$ cat src/rtl/gh_uart_rx_fifo_ctrl_if.sv
// Signal bundle between the RX FIFO read port, the host register file and the RX FIFO controller.
interface gh_uart_rx_fifo_ctrl_if;
  logic        fifo_en;
  logic        fifo_clr;
  logic [1:0]  trig_lvl;
  logic [10:0] f_q;
  logic        f_empty;
  logic        f_q_full;
  logic        f_h_full;
  logic        f_a_full;
  logic        f_full;
  logic        f_wr_req;
  logic        char_tick;
  logic        rd_rbr;
  logic        rd_lsr;
  logic        f_rd;
  logic        f_srst;
  logic [7:0]  rbr;
  logic [2:0]  rbr_err;
  logic        dr;
  logic        oe;
  logic        int_rda;
  logic        int_to;

  modport master (
    output fifo_en, fifo_clr, trig_lvl, f_q, f_empty, f_q_full, f_h_full, f_a_full, f_full,
           f_wr_req, char_tick, rd_rbr, rd_lsr,
    input  f_rd, f_srst, rbr, rbr_err, dr, oe, int_rda, int_to
  );

  modport slave (
    input  fifo_en, fifo_clr, trig_lvl, f_q, f_empty, f_q_full, f_h_full, f_a_full, f_full,
           f_wr_req, char_tick, rd_rbr, rd_lsr,
    output f_rd, f_srst, rbr, rbr_err, dr, oe, int_rda, int_to
  );
endinterface

$ cat src/rtl/gh_uart_rx_fifo_ctrl.sv
// UART RX FIFO read sequencer: prefetches the head word into RBR, tracks overrun, raises RDA/timeout IRQs.
// Character-timeout counter and int_to are built only when GH_UART_RX_TIMEOUT_EN is defined.
module gh_uart_rx_fifo_ctrl (
  input  logic                  clk,
  input  logic                  rst_n,
  gh_uart_rx_fifo_ctrl_if.slave bus
);
  // state    | meaning
  // S_IDLE   | waiting for a word in the FIFO while RBR is free
  // S_FETCH  | f_rd pulse; RBR loads the head word on exit
  // S_SETTLE | one cycle for f_empty to catch up with the read
  // S_CLR    | 3-cycle FIFO clear; f_srst in the first cycle only
  typedef enum logic [1:0] {S_IDLE, S_FETCH, S_SETTLE, S_CLR} state_t;

  state_t     state_q, state_d;
  logic [1:0] clr_cnt_q, clr_cnt_d;
  logic [7:0] rbr_q, rbr_d;
  logic [2:0] rbr_err_q, rbr_err_d;
  logic       dr_q, dr_d;
  logic       oe_q, oe_d;
  logic       level;

  always_ff @(posedge clk or negedge rst_n) begin
    if (!rst_n) begin
      state_q   <= S_IDLE;
      clr_cnt_q <= 2'd0;
    end else begin
      state_q   <= state_d;
      clr_cnt_q <= clr_cnt_d;
    end
  end

  always_comb begin
    state_d   = state_q;
    clr_cnt_d = clr_cnt_q;
    if (bus.fifo_clr) begin
      state_d   = S_CLR;
      clr_cnt_d = 2'd0;
    end else begin
      case (state_q)
        S_IDLE:   if (!bus.f_empty && !dr_q) state_d = S_FETCH;
        S_FETCH:  state_d = S_SETTLE;
        S_SETTLE: state_d = S_IDLE;
        S_CLR: begin
          clr_cnt_d = clr_cnt_q + 2'd1;
          if (clr_cnt_q == 2'd2) begin
            state_d   = S_IDLE;
            clr_cnt_d = 2'd0;
          end
        end
        default:  state_d = S_IDLE;
      endcase
    end
  end

  always_comb begin
    bus.f_rd   = (state_q == S_FETCH);
    bus.f_srst = (state_q == S_CLR) && (clr_cnt_q == 2'd0);
  end

  // f_q[10:8] is {break, framing, parity}, which is already the rbr_err order
  always_comb begin
    rbr_d     = rbr_q;
    rbr_err_d = rbr_err_q;
    dr_d      = dr_q;
    if (bus.fifo_clr) begin
      rbr_d     = 8'd0;
      rbr_err_d = 3'd0;
      dr_d      = 1'b0;
    end else if (state_q == S_FETCH) begin
      rbr_d     = bus.f_q[7:0];
      rbr_err_d = bus.f_q[10:8];
      dr_d      = 1'b1;
    end else if (bus.rd_rbr) begin
      dr_d      = 1'b0;
    end
    oe_d = (bus.f_wr_req && bus.f_full) || (oe_q && !bus.rd_lsr);
  end

  always_ff @(posedge clk or negedge rst_n) begin
    if (!rst_n) begin
      rbr_q     <= 8'd0;
      rbr_err_q <= 3'd0;
      dr_q      <= 1'b0;
      oe_q      <= 1'b0;
    end else begin
      rbr_q     <= rbr_d;
      rbr_err_q <= rbr_err_d;
      dr_q      <= dr_d;
      oe_q      <= oe_d;
    end
  end

  always_comb begin
    level = 1'b1;
    case (bus.trig_lvl)
      2'b00:   level = 1'b1;
      2'b01:   level = bus.f_q_full;
      2'b10:   level = bus.f_h_full;
      default: level = bus.f_a_full;
    endcase
  end

  assign bus.rbr     = rbr_q;
  assign bus.rbr_err = rbr_err_q;
  assign bus.dr      = dr_q;
  assign bus.oe      = oe_q;
  assign bus.int_rda = dr_q && (bus.fifo_en ? level : 1'b1);

`ifdef GH_UART_RX_TIMEOUT_EN
  logic [2:0] to_cnt_q, to_cnt_d;

  // Saturates at 4 character times so int_to stays up until the host reacts
  always_comb begin
    to_cnt_d = to_cnt_q;
    if (bus.fifo_clr || bus.f_wr_req || bus.rd_rbr || !dr_q) begin
      to_cnt_d = 3'd0;
    end else if (bus.char_tick && (to_cnt_q != 3'd4)) begin
      to_cnt_d = to_cnt_q + 3'd1;
    end
  end

  always_ff @(posedge clk or negedge rst_n) begin
    if (!rst_n) to_cnt_q <= 3'd0;
    else        to_cnt_q <= to_cnt_d;
  end

  assign bus.int_to = (to_cnt_q == 3'd4) && dr_q && bus.fifo_en;
`else
  logic unused_char_tick;
  assign unused_char_tick = bus.char_tick;
  assign bus.int_to       = 1'b0;
`endif
endmodule

$ cat src/flat_wrapper.sv
// flat-port wrapper written by rule: the top's interface ports become plain ports
module gh_uart_rx_fifo_ctrl_flat 
  (clk, rst_n, bus_fifo_en, bus_fifo_clr, bus_trig_lvl, bus_f_q, bus_f_empty, bus_f_q_full, bus_f_h_full, bus_f_a_full, bus_f_full, bus_f_wr_req, bus_char_tick, bus_rd_rbr, bus_rd_lsr, bus_f_rd, bus_f_srst, bus_rbr, bus_rbr_err, bus_dr, bus_oe, bus_int_rda, bus_int_to);
  gh_uart_rx_fifo_ctrl_if bus_i ();
  input  logic clk;
  input  logic rst_n;
  input wire logic [$bits(bus_i.fifo_en)-1:0] bus_fifo_en;
  input wire logic [$bits(bus_i.fifo_clr)-1:0] bus_fifo_clr;
  input wire logic [$bits(bus_i.trig_lvl)-1:0] bus_trig_lvl;
  input wire logic [$bits(bus_i.f_q)-1:0] bus_f_q;
  input wire logic [$bits(bus_i.f_empty)-1:0] bus_f_empty;
  input wire logic [$bits(bus_i.f_q_full)-1:0] bus_f_q_full;
  input wire logic [$bits(bus_i.f_h_full)-1:0] bus_f_h_full;
  input wire logic [$bits(bus_i.f_a_full)-1:0] bus_f_a_full;
  input wire logic [$bits(bus_i.f_full)-1:0] bus_f_full;
  input wire logic [$bits(bus_i.f_wr_req)-1:0] bus_f_wr_req;
  input wire logic [$bits(bus_i.char_tick)-1:0] bus_char_tick;
  input wire logic [$bits(bus_i.rd_rbr)-1:0] bus_rd_rbr;
  input wire logic [$bits(bus_i.rd_lsr)-1:0] bus_rd_lsr;
  output wire logic [$bits(bus_i.f_rd)-1:0] bus_f_rd;
  output wire logic [$bits(bus_i.f_srst)-1:0] bus_f_srst;
  output wire logic [$bits(bus_i.rbr)-1:0] bus_rbr;
  output wire logic [$bits(bus_i.rbr_err)-1:0] bus_rbr_err;
  output wire logic [$bits(bus_i.dr)-1:0] bus_dr;
  output wire logic [$bits(bus_i.oe)-1:0] bus_oe;
  output wire logic [$bits(bus_i.int_rda)-1:0] bus_int_rda;
  output wire logic [$bits(bus_i.int_to)-1:0] bus_int_to;
  assign bus_i.fifo_en = bus_fifo_en;
  assign bus_i.fifo_clr = bus_fifo_clr;
  assign bus_i.trig_lvl = bus_trig_lvl;
  assign bus_i.f_q = bus_f_q;
  assign bus_i.f_empty = bus_f_empty;
  assign bus_i.f_q_full = bus_f_q_full;
  assign bus_i.f_h_full = bus_f_h_full;
  assign bus_i.f_a_full = bus_f_a_full;
  assign bus_i.f_full = bus_f_full;
  assign bus_i.f_wr_req = bus_f_wr_req;
  assign bus_i.char_tick = bus_char_tick;
  assign bus_i.rd_rbr = bus_rd_rbr;
  assign bus_i.rd_lsr = bus_rd_lsr;
  assign bus_f_rd = bus_i.f_rd;
  assign bus_f_srst = bus_i.f_srst;
  assign bus_rbr = bus_i.rbr;
  assign bus_rbr_err = bus_i.rbr_err;
  assign bus_dr = bus_i.dr;
  assign bus_oe = bus_i.oe;
  assign bus_int_rda = bus_i.int_rda;
  assign bus_int_to = bus_i.int_to;
  gh_uart_rx_fifo_ctrl u_core (.clk(clk), .rst_n(rst_n), .bus(bus_i));
endmodule
$ cat config.mk
export PLATFORM = sky130hd
export DESIGN_NAME = gh_uart_rx_fifo_ctrl_flat
export DESIGN_NICKNAME = d
export VERILOG_FILES = /design/src/rtl/gh_uart_rx_fifo_ctrl_if.sv /design/src/rtl/gh_uart_rx_fifo_ctrl.sv /design/src/flat_wrapper.sv
export SDC_FILE = /design/constraint.sdc
export NUM_CORES = 1
export LEC_CHECK = 0
export ABC_AREA = 1
export BUFFER_PORTS_ARGS = -buffer_cell sky130_fd_sc_hd__buf_2
export CORE_MARGIN = 2
export CORE_UTILIZATION = 40
export CTS_BUF_LIST = sky130_fd_sc_hd__clkbuf_8
export CTS_CLUSTER_SIZE = 14
export DETAILED_ROUTE_END_ITERATION = 6
export GPL_ROUTABILITY_DRIVEN = 0
export GPL_TIMING_DRIVEN = 0
export PLACE_DENSITY = 0.69
export REMOVE_ABC_BUFFERS = 1
export SKIP_LAST_GASP = 1
export SLEW_MARGIN = 40
export SYNTH_ARGS = -nofsm -noshare
export SYNTH_HDL_FRONTEND = slang
export SYNTH_SLANG_ARGS = --single-unit
$ cat constraint.sdc
create_clock -name clk -period 3.1 [get_ports clk]
set_clock_uncertainty 0.2 [all_clocks]
set_input_delay 0.31 -clock clk [delete_from_list [all_inputs] [get_ports clk]]
set_output_delay 0.31 -clock clk [all_outputs]
set_load 0.01 [all_outputs]
# Yosys cells after proc, flatten, opt, wreduce, memory -nomap -nowiden
# Cells that the tools add are included.
[op_classes] reduce_logical=16 eq_ne=8 mux=16 add_sub_neg=1
[op_table] op="8-bit 2-to-1 mux" n=2
[op_table] op="2-bit 2-to-1 mux" n=6
[op_table] op="2-bit == test (second input constant)" n=4
[op_table] op="2-bit one-hot mux with 4 select lines" n=1
[op_table] op="2-bit logical NOT" n=3
[op_table] op="3-bit 2-to-1 mux" n=2
[op_table] op="3-bit by 2-bit inequality test with 1-bit output (second input constant)" n=2
[op_table] op="1-bit logical AND" n=5
[op_table] op="2-bit by 1-bit == test with 1-bit output (second input constant)" n=2
[op_table] op="1-bit 2-to-1 mux" n=4
[op_table] op="2-bit nonzero test" n=2
[op_table] op="1-bit logical NOT" n=3
[op_table] op="1-bit one-hot mux with 3 select lines" n=1
[op_table] op="3-bit nonzero test" n=1
[op_table] op="2-bit by 1-bit adder with 2-bit output (second input constant)" n=1
[op_table] op="2-bit AND reduction" n=1
[op_table] op="1-bit logical OR" n=1
[totals] inputBits=26 out_inout_bits=17 reg_bits=17 word_cells=47

# Logic depth before layout (Yosys ltp)
# Gate-level depths: netlist (run 1).
[depth] ltp_word=5 mapped_depth=6 depth_no_buf=6

# Least setup slack after synthesis (run 1)
# OpenSTA, ideal clock, no wires.
[synth_path] path_type="register to output" startpoint="register u_core.state_q[1]" endpoint="output bus_f_srst" n_path_buf=0 path_stages_with_launch=3 slack_ps=1849 required_ps=2590 arrival_ps=741 cell_sequence="dfrtp_1 nand2_1 nor3_1"
[synth_between] elab_chain_cells=2
[synth_rtl] element="start: declaration" line_no="gh_uart_rx_fifo_ctrl.sv:15" rtl="state_t state_q, state_d;"
[synth_rtl] element="start signal: assignment" line_no="gh_uart_rx_fifo_ctrl.sv:28" rtl="state_q <= state_d;"
[synth_rtl] element="2-bit == test" line_no="gh_uart_rx_fifo_ctrl.sv:58" rtl="bus.f_srst = (state_q == S_CLR) && (clr_cnt_q == 2'd0);"
[synth_rtl] element="1-bit logical AND" line_no="gh_uart_rx_fifo_ctrl.sv:58"
[synth_rtl] element="end: declaration" line_no="flat_wrapper.sv:21" rtl="output wire logic [$bits(bus_i.f_srst)-1:0] bus_f_srst;"
# Every way passes these cells.

# Worst setup path in the final report (run 1)
[layout_path] startpoint="register u_core.state_q[1]" endpoint="output bus_f_rd"
[layout_between] elab_chain_cells=1
[layout_rtl] element="2-bit by 1-bit == test with 1-bit output" line_no="gh_uart_rx_fifo_ctrl.sv:57" rtl="bus.f_rd = (state_q == S_FETCH);"
[layout_rtl] element="end: declaration" line_no="flat_wrapper.sv:20" rtl="output wire logic [$bits(bus_i.f_rd)-1:0] bus_f_rd;"
# Every way passes these cells.

==> results_dict.tcl, run 1 <==
set metrics [dict create \
    grt_pass1_vias 680 \
    first_pass_iters 4 \
    crit_type "reg -> out" \
    fp.dieH_um 48.5 \
    clk_path_buf_depth 2 \
    reg2reg_to "u_core.bus.rbr_err[1]" \
    root_buffer "clkbuf_8" \
    drc 0 \
    synth_area_per_cell_sq_um 8.69 \
    crit_path_end_kind "output port" \
    grt_setup_unrepaired "no" \
    hp-start "bus_rd_lsr" \
    die-area_sq_um 2350 \
    syn_area_sq_um 791 \
    worst-path-max-fanout 14 \
    antenna_found_initial 0 \
    finalSetupTns_ns 0 \
    ys_ff_latch 17 \
    total_power_mw 0.505 \
    leakage_nw 0.636 \
    clk_pin_slew_ns 0.06 \
    synth_area_leaders "dfrtp_1, nand2_1, nand3_1" \
    die_w_um 48.5 \
    p_per_area_nw_per_um2 486 \
    critPathArrivalTime_ns 1.21 \
    required_ns 2.59 \
    wl_um 1710 \
    io_pins 43 \
    rrSetupSlack_ns 1.76 \
    fin_crit_sh 0.555 \
    synth_top_area_share 0.538 \
    vias_per_cell 4.62 \
    outcome "complete, no violations" \
    cts_buffers 3 \
    grt_pass1_wl_um 2950 \
    cts_sinks 17 \
    timing.fmax_ghz 0.581 \
    grt_start_max_net_pins 18 \
    cts_tree "yes" \
    final_cells 159 \
    final_common_cell "buf_2" \
    hold_buffers 1 \
    ys_warn_count 0 \
    fin_nets 159 \
    syn_inst 91 \
    rr_worst_depth 4 \
    worst_hold_path.endpoint "u_core.bus.oe" \
    peakVddDrop_v 0.000294 \
    fp-row-count 16 \
    diodes 0 \
    syn_to_final_growth_pct 31.3 \
    clk_latency_ns 0.25 \
    dp_cells 154 \
    htreeDepth 1 \
    fin_crit_ns 1.72 \
    ys_seq_area_frac 0.538 \
    r2r_start "u_core.state_q[1]" \
    yosysTopAreaCell "dfrtp_1" \
    place_hpwl_um 1290 \
    hold_viol_final 0 \
    vias 735 \
    gr-total-overflow 0 \
    setup_violations 0 \
    port_buffers 40 \
    postRouteAntennaNets 0 \
    wl_per_cell_um 10.7 \
    yosysUniqueCellTypes 19 \
    start_kind "flip-flop" \
    worst_hold_path_type "in -> reg" \
    core_sq_um 1920 \
    fillers 197 \
    holdPathStages 2 \
    drt_iter0_drc 15 \
    max_cap_viol_count 0 \
    drive_above_1_share 0.371 \
    track_usage 0.163 \
    cts_setup_buffers 0 \
    ctsResizeCount 0 \
    layout_common_cells "buf_2, nand2_1, dfrtp_1" \
    drv_slew 0 \
    start_util 0.411 \
]
## worst max-delay path by stage
stage / slack (ns) / to / from / depth (start not counted)
after floorplan: 1.85 / bus_f_srst / u_core.state_q[1] / 2
after global placement: 1.65 / bus_f_rd / u_core.state_q[1] / 2
after detailed placement: 1.65 / bus_f_rd / u_core.state_q[1] / 2
after CTS: 1.38 / bus_f_rd / u_core.state_q[1] / 2
after global routing: 1.30 / bus_f_rd / u_core.state_q[1] / 2
final: 1.38 / bus_f_rd / u_core.state_q[1] / 2
## sequential cells by signal (all words and copies together) (netlist names)
signal / count
u_core.clr_cnt_q: 2
u_core.bus.rbr: 8
u_core.bus.rbr_err: 3
u_core.bus.dr: 1
u_core.bus.oe: 1
u_core.state_q: 2
## stage by stage
stage                     area (sq um)  hold WS, ns  setup slack, ns  utilization
after floorplan                    749       -0.186             1.85            -
after global placement             983       0.0493             1.65        0.512
after detailed placement           983       0.0503             1.65        0.512
after CTS                         1040       0.0331             1.38        0.540
after global routing              1040       0.0628             1.30        0.540
final                             1040       0.0418             1.38        0.540
## worst max-delay path: stages (launching register included)
cell and delay (ns):
dfrtp_1 0.41, nor2_4 0.34, buf_2 0.21
## cell usage after synthesis
master	instances
nand2_1	29
o21ai_0	3
a21oi_1	1
nand3_2	1
inv_1	10
a22o_1	1
nand3_1	12
conb_1	1
nand4_1	2
nor2_1	2
nand2_2	1
dfrtp_1	17
nor2_4	2
nor3_1	1
buf_6	3
inv_2	2
buf_4	1
a31oi_1	1
o211ai_1	1
## routing by layer
metal	track usage	up-vias	share of wire
met5	0	-	0
met4	0.0429	0	0.0059
met3	0.0525	2	0.071
met2	0.278	28	0.51
met1	0.200	338	0.41
li1	-	367	-
## final cells by class
class / instances / area [sq um] / area share
Sequential cell: 17 / 425 / 0.410
Multi-Input combinational cell: 58 / 279 / 0.269
Timing Repair Buffer: 41 / 210 / 0.202
Inverter: 12 / 45.0 / 0.0434
Clock buffer: 3 / 41.3 / 0.0398
Tap cell: 27 / 33.8 / 0.0325
Clock inverter: 1 / 3.75 / 0.00361
## kinds of logic after synthesis
group                  count (synthesis)  synth area share
DFF                                   17             0.538
buffers and inverters                 16             0.109
and+or+nand+nor                       50             0.294
other                                  1           0.00474
AOI/OAI and AO/OA                      7            0.0538
## power by group
group	internal (mW)	switching [mW]
logic	0.0383	0.0566
clock network	0.0878	0.0707
registers	0.240	0.0117
total	0.366	0.139
(Power assumes the default switching activity.)
==> run 2, diff against run 1 <==
--- a/config.mk
+++ b/config.mk
@@ -5,7 +5,7 @@
 export SDC_FILE = /design/constraint.sdc
 export NUM_CORES = 1
 export LEC_CHECK = 0
-export ABC_AREA = 1
+export ABC_AREA = 0
 export BUFFER_PORTS_ARGS = -buffer_cell sky130_fd_sc_hd__buf_2
 export CORE_MARGIN = 2
 export CORE_UTILIZATION = 40
@@ -14,7 +14,7 @@
 export DETAILED_ROUTE_END_ITERATION = 6
 export GPL_ROUTABILITY_DRIVEN = 0
 export GPL_TIMING_DRIVEN = 0
-export PLACE_DENSITY = 0.69
+export PLACE_DENSITY = 0.73
 export REMOVE_ABC_BUFFERS = 1
 export SKIP_LAST_GASP = 1
 export SLEW_MARGIN = 40
==> constraint.sdc (replaced) <==
create_clock -name clk -period 1.4 [get_ports clk]
set_clock_uncertainty 0.2 [all_clocks]
set_input_delay 0.14 -clock clk [delete_from_list [all_inputs] [get_ports clk]]
set_output_delay 0.14 -clock clk [all_outputs]
set_load 0.01 [all_outputs]
==> run 2 against run 1 <==
The flow now finishes with violations (setup timing). First-iteration DRC count rose by 13%. Critical path depth did not move. Register-to-register slack got worse by 1.7 ns. Largest cell class is now buffers. Highest routed layer unchanged.
==> results_dict.tcl, run 2 <==
set metrics [dict create \
    outcome "finished, violations left" \
    violations "setup timing" \
    post-route-util 0.713 \
    first_pass_iters 4 \
    grt_start_max_net_pins 18 \
    antenna_found_initial 0 \
    total_power_mw 1.86 \
    worst_hold_path_type "in -> reg" \
    clk_pin_slew_ns 0.07 \
    synth_area_per_cell_sq_um 9.58 \
    crit_start "u_core.clr_cnt_q[1]" \
    place_hpwl_um 1250 \
    syn_to_final_growth_pct 64.3 \
    worst-path-max-fanout 4 \
    grt_pass1_wl_um 3400 \
    final_cells 169 \
    wl_um 2090 \
    crit_type "reg -> out" \
    drt_iter0_drc 17 \
    cts_sinks 17 \
    cts_buffers 3 \
    core_sq_um 1750 \
    fin_crit_sh 1.01 \
    p_per_area_nw_per_um2 1500 \
    ys_top_cells_by_count "nand2_1, dfrtp_1, a21oi_1, nor2_1" \
    cts_tree "yes" \
    max_cap_viol_count 0 \
    start_kind "flip-flop" \
    vias_per_cell 4.78 \
    drc 0 \
    die_w_um 47.5 \
    yosys_most_used_dff "dfrtp_1" \
    wl_per_cell_um 12.3 \
    critPathArrivalTime_ns 1.07 \
    ys_ff_latch 17 \
    crit_path_end_kind "output port" \
    io_pins 43 \
    fp-row-count 15 \
    required_ns 1.06 \
    ys_warn_count 0 \
    setup_violations 1 \
    synth_edf_count 0 \
    r2r_start "u_core.state_q[0]" \
    start_util 0.434 \
    layout_common_cells "buf_2, nand2_1, dlygate4sd3_1, dfrtp_1, a21oi_1" \
    largest_reg_flops 8 \
    timing.hold.ws_ns 0.0371 \
    grt_setup_unrepaired "yes" \
    fp.dieH_um 47.5 \
    gr-total-overflow 0 \
    die-area_sq_um 2260 \
    synth.most_common_cell "nand2_1" \
    clk_path_buf_depth 2 \
    root_buffer "clkbuf_8" \
    vias 807 \
    leakage_nw 0.638 \
    synth_top_area_share 0.562 \
    timing.fmax_ghz 0.707 \
    rrSetupSlack_ns 0.02 \
    ys_seq_area_frac 0.562 \
    hold_viol_final 0 \
    htreeDepth 1 \
    yosysUniqueCellTypes 24 \
    track_usage 0.225 \
    syn_area_sq_um 757 \
    diodes 0 \
    postRouteAntennaNets 0 \
    async_reset_ff_frac 1.00 \
    drv_slew 0 \
    clk_latency_ns 0.25 \
    peakVddDrop_v 0.000876 \
    fin_crit_ns 1.41 \
    layout_setup_ws_ns -0.0140 \
    fin_nets 171 \
    dp_cells 140 \
    port_buffers 40 \
    yosysTopAreaCell "dfrtp_1" \
    drive_above_1_share 0.410 \
    grt_pass1_vias 808 \
    finalSetupTns_ns -0.0140 \
    syn_inst 79 \
    hp-start "bus_fifo_clr" \
    final_common_cell "buf_2" \
    synth_area_leaders "dfrtp_1, nand2_1, a21oi_1" \
]
## run 2: cell types whose count changed in the layout (fill, tap and decap cells not counted), sizes merged, moves of 3 or more
cell         previous run  this run
buf                    40        49
a21oi                   1        14
nand3                  13         0
inv                    13         2
dlygate4sd3             1        16
nand2                  30        27
## run 2: report_power, final
part           internal, mW  switching [mW]  total, mW
registers             0.598          0.0724      0.670
clock network         0.197           0.171      0.369
logic                 0.424           0.402      0.826
## run 2: stage by stage
stage | setup slack (ns) | area [sq um]
2_1_floorplan | 0.188 | 719
6_report | -0.0140 | 1240
5_1_grt | -0.0584 | 1240
3_5_place_dp | 0.0385 | 951
3_3_place_gp | 0.0429 | 951
4_1_cts | -0.0233 | 1210
## run 2: final cells by class
class / count / area, sq um
clock inverter: 1 / 5.00
multi-input combinational: 56 / 290
inverter: 2 / 15.0
tap: 25 / 31.3
sequential: 17 / 427
clock buffer: 3 / 41.3
fill: 143 / 502
timing repair buffer: 65 / 434
## run 2: what timing repair did
item	CTS	global route
resized for setup	5	1
endpoints found under the setup margin	2	4
endpoints found under the hold margin	30	0
hold buffers	16	0
buffers inserted	5	4
pin swaps	1	1
## run 2: cell families (layout without fill, tap and decap cells)
family | after synthesis | after routing | synth area share
AO/OA/AOI/OAI | 17 | 17 | 0.122
buffers and inverters | 6 | 71 | 0.0595
flip-flops | 17 | 17 | 0.562
multiplexers | 1 | 1 | 0.0132
other | 1 | 1 | 0.00495
AND/OR/NAND/NOR | 37 | 37 | 0.238
## run 2: layer usage
metal / GRT usage / up-vias / routed length (um)
li1: - / 390 / -
met1: 0.248 / 386 / 814
met2: 0.395 / 22 / 1130
met3: 0.0302 / 9 / 60
met4: 0.161 / 0 / 80
met5: 0 / - / 0
## run 2: critical path, stage by stage (launching register included)
cell	delay, ns
dfrtp_1	0.39
and4bb_2	0.32
buf_6	0.11
## run 2: final timing paths
| check | to | cells after the start |
|---|---|---|
| worst max-delay path | bus_f_srst | 2 |
| worst min-delay path | u_core.bus.rbr[2] | 2 |
| worst max register to register | u_core.state_q[0] | 4 |
| worst min register to register | u_core.bus.rbr[4] | 2 |
| max in group asynchronous | u_core.state_q[0] | 2 |
| min in group asynchronous | u_core.bus.rbr[2] | 2 |
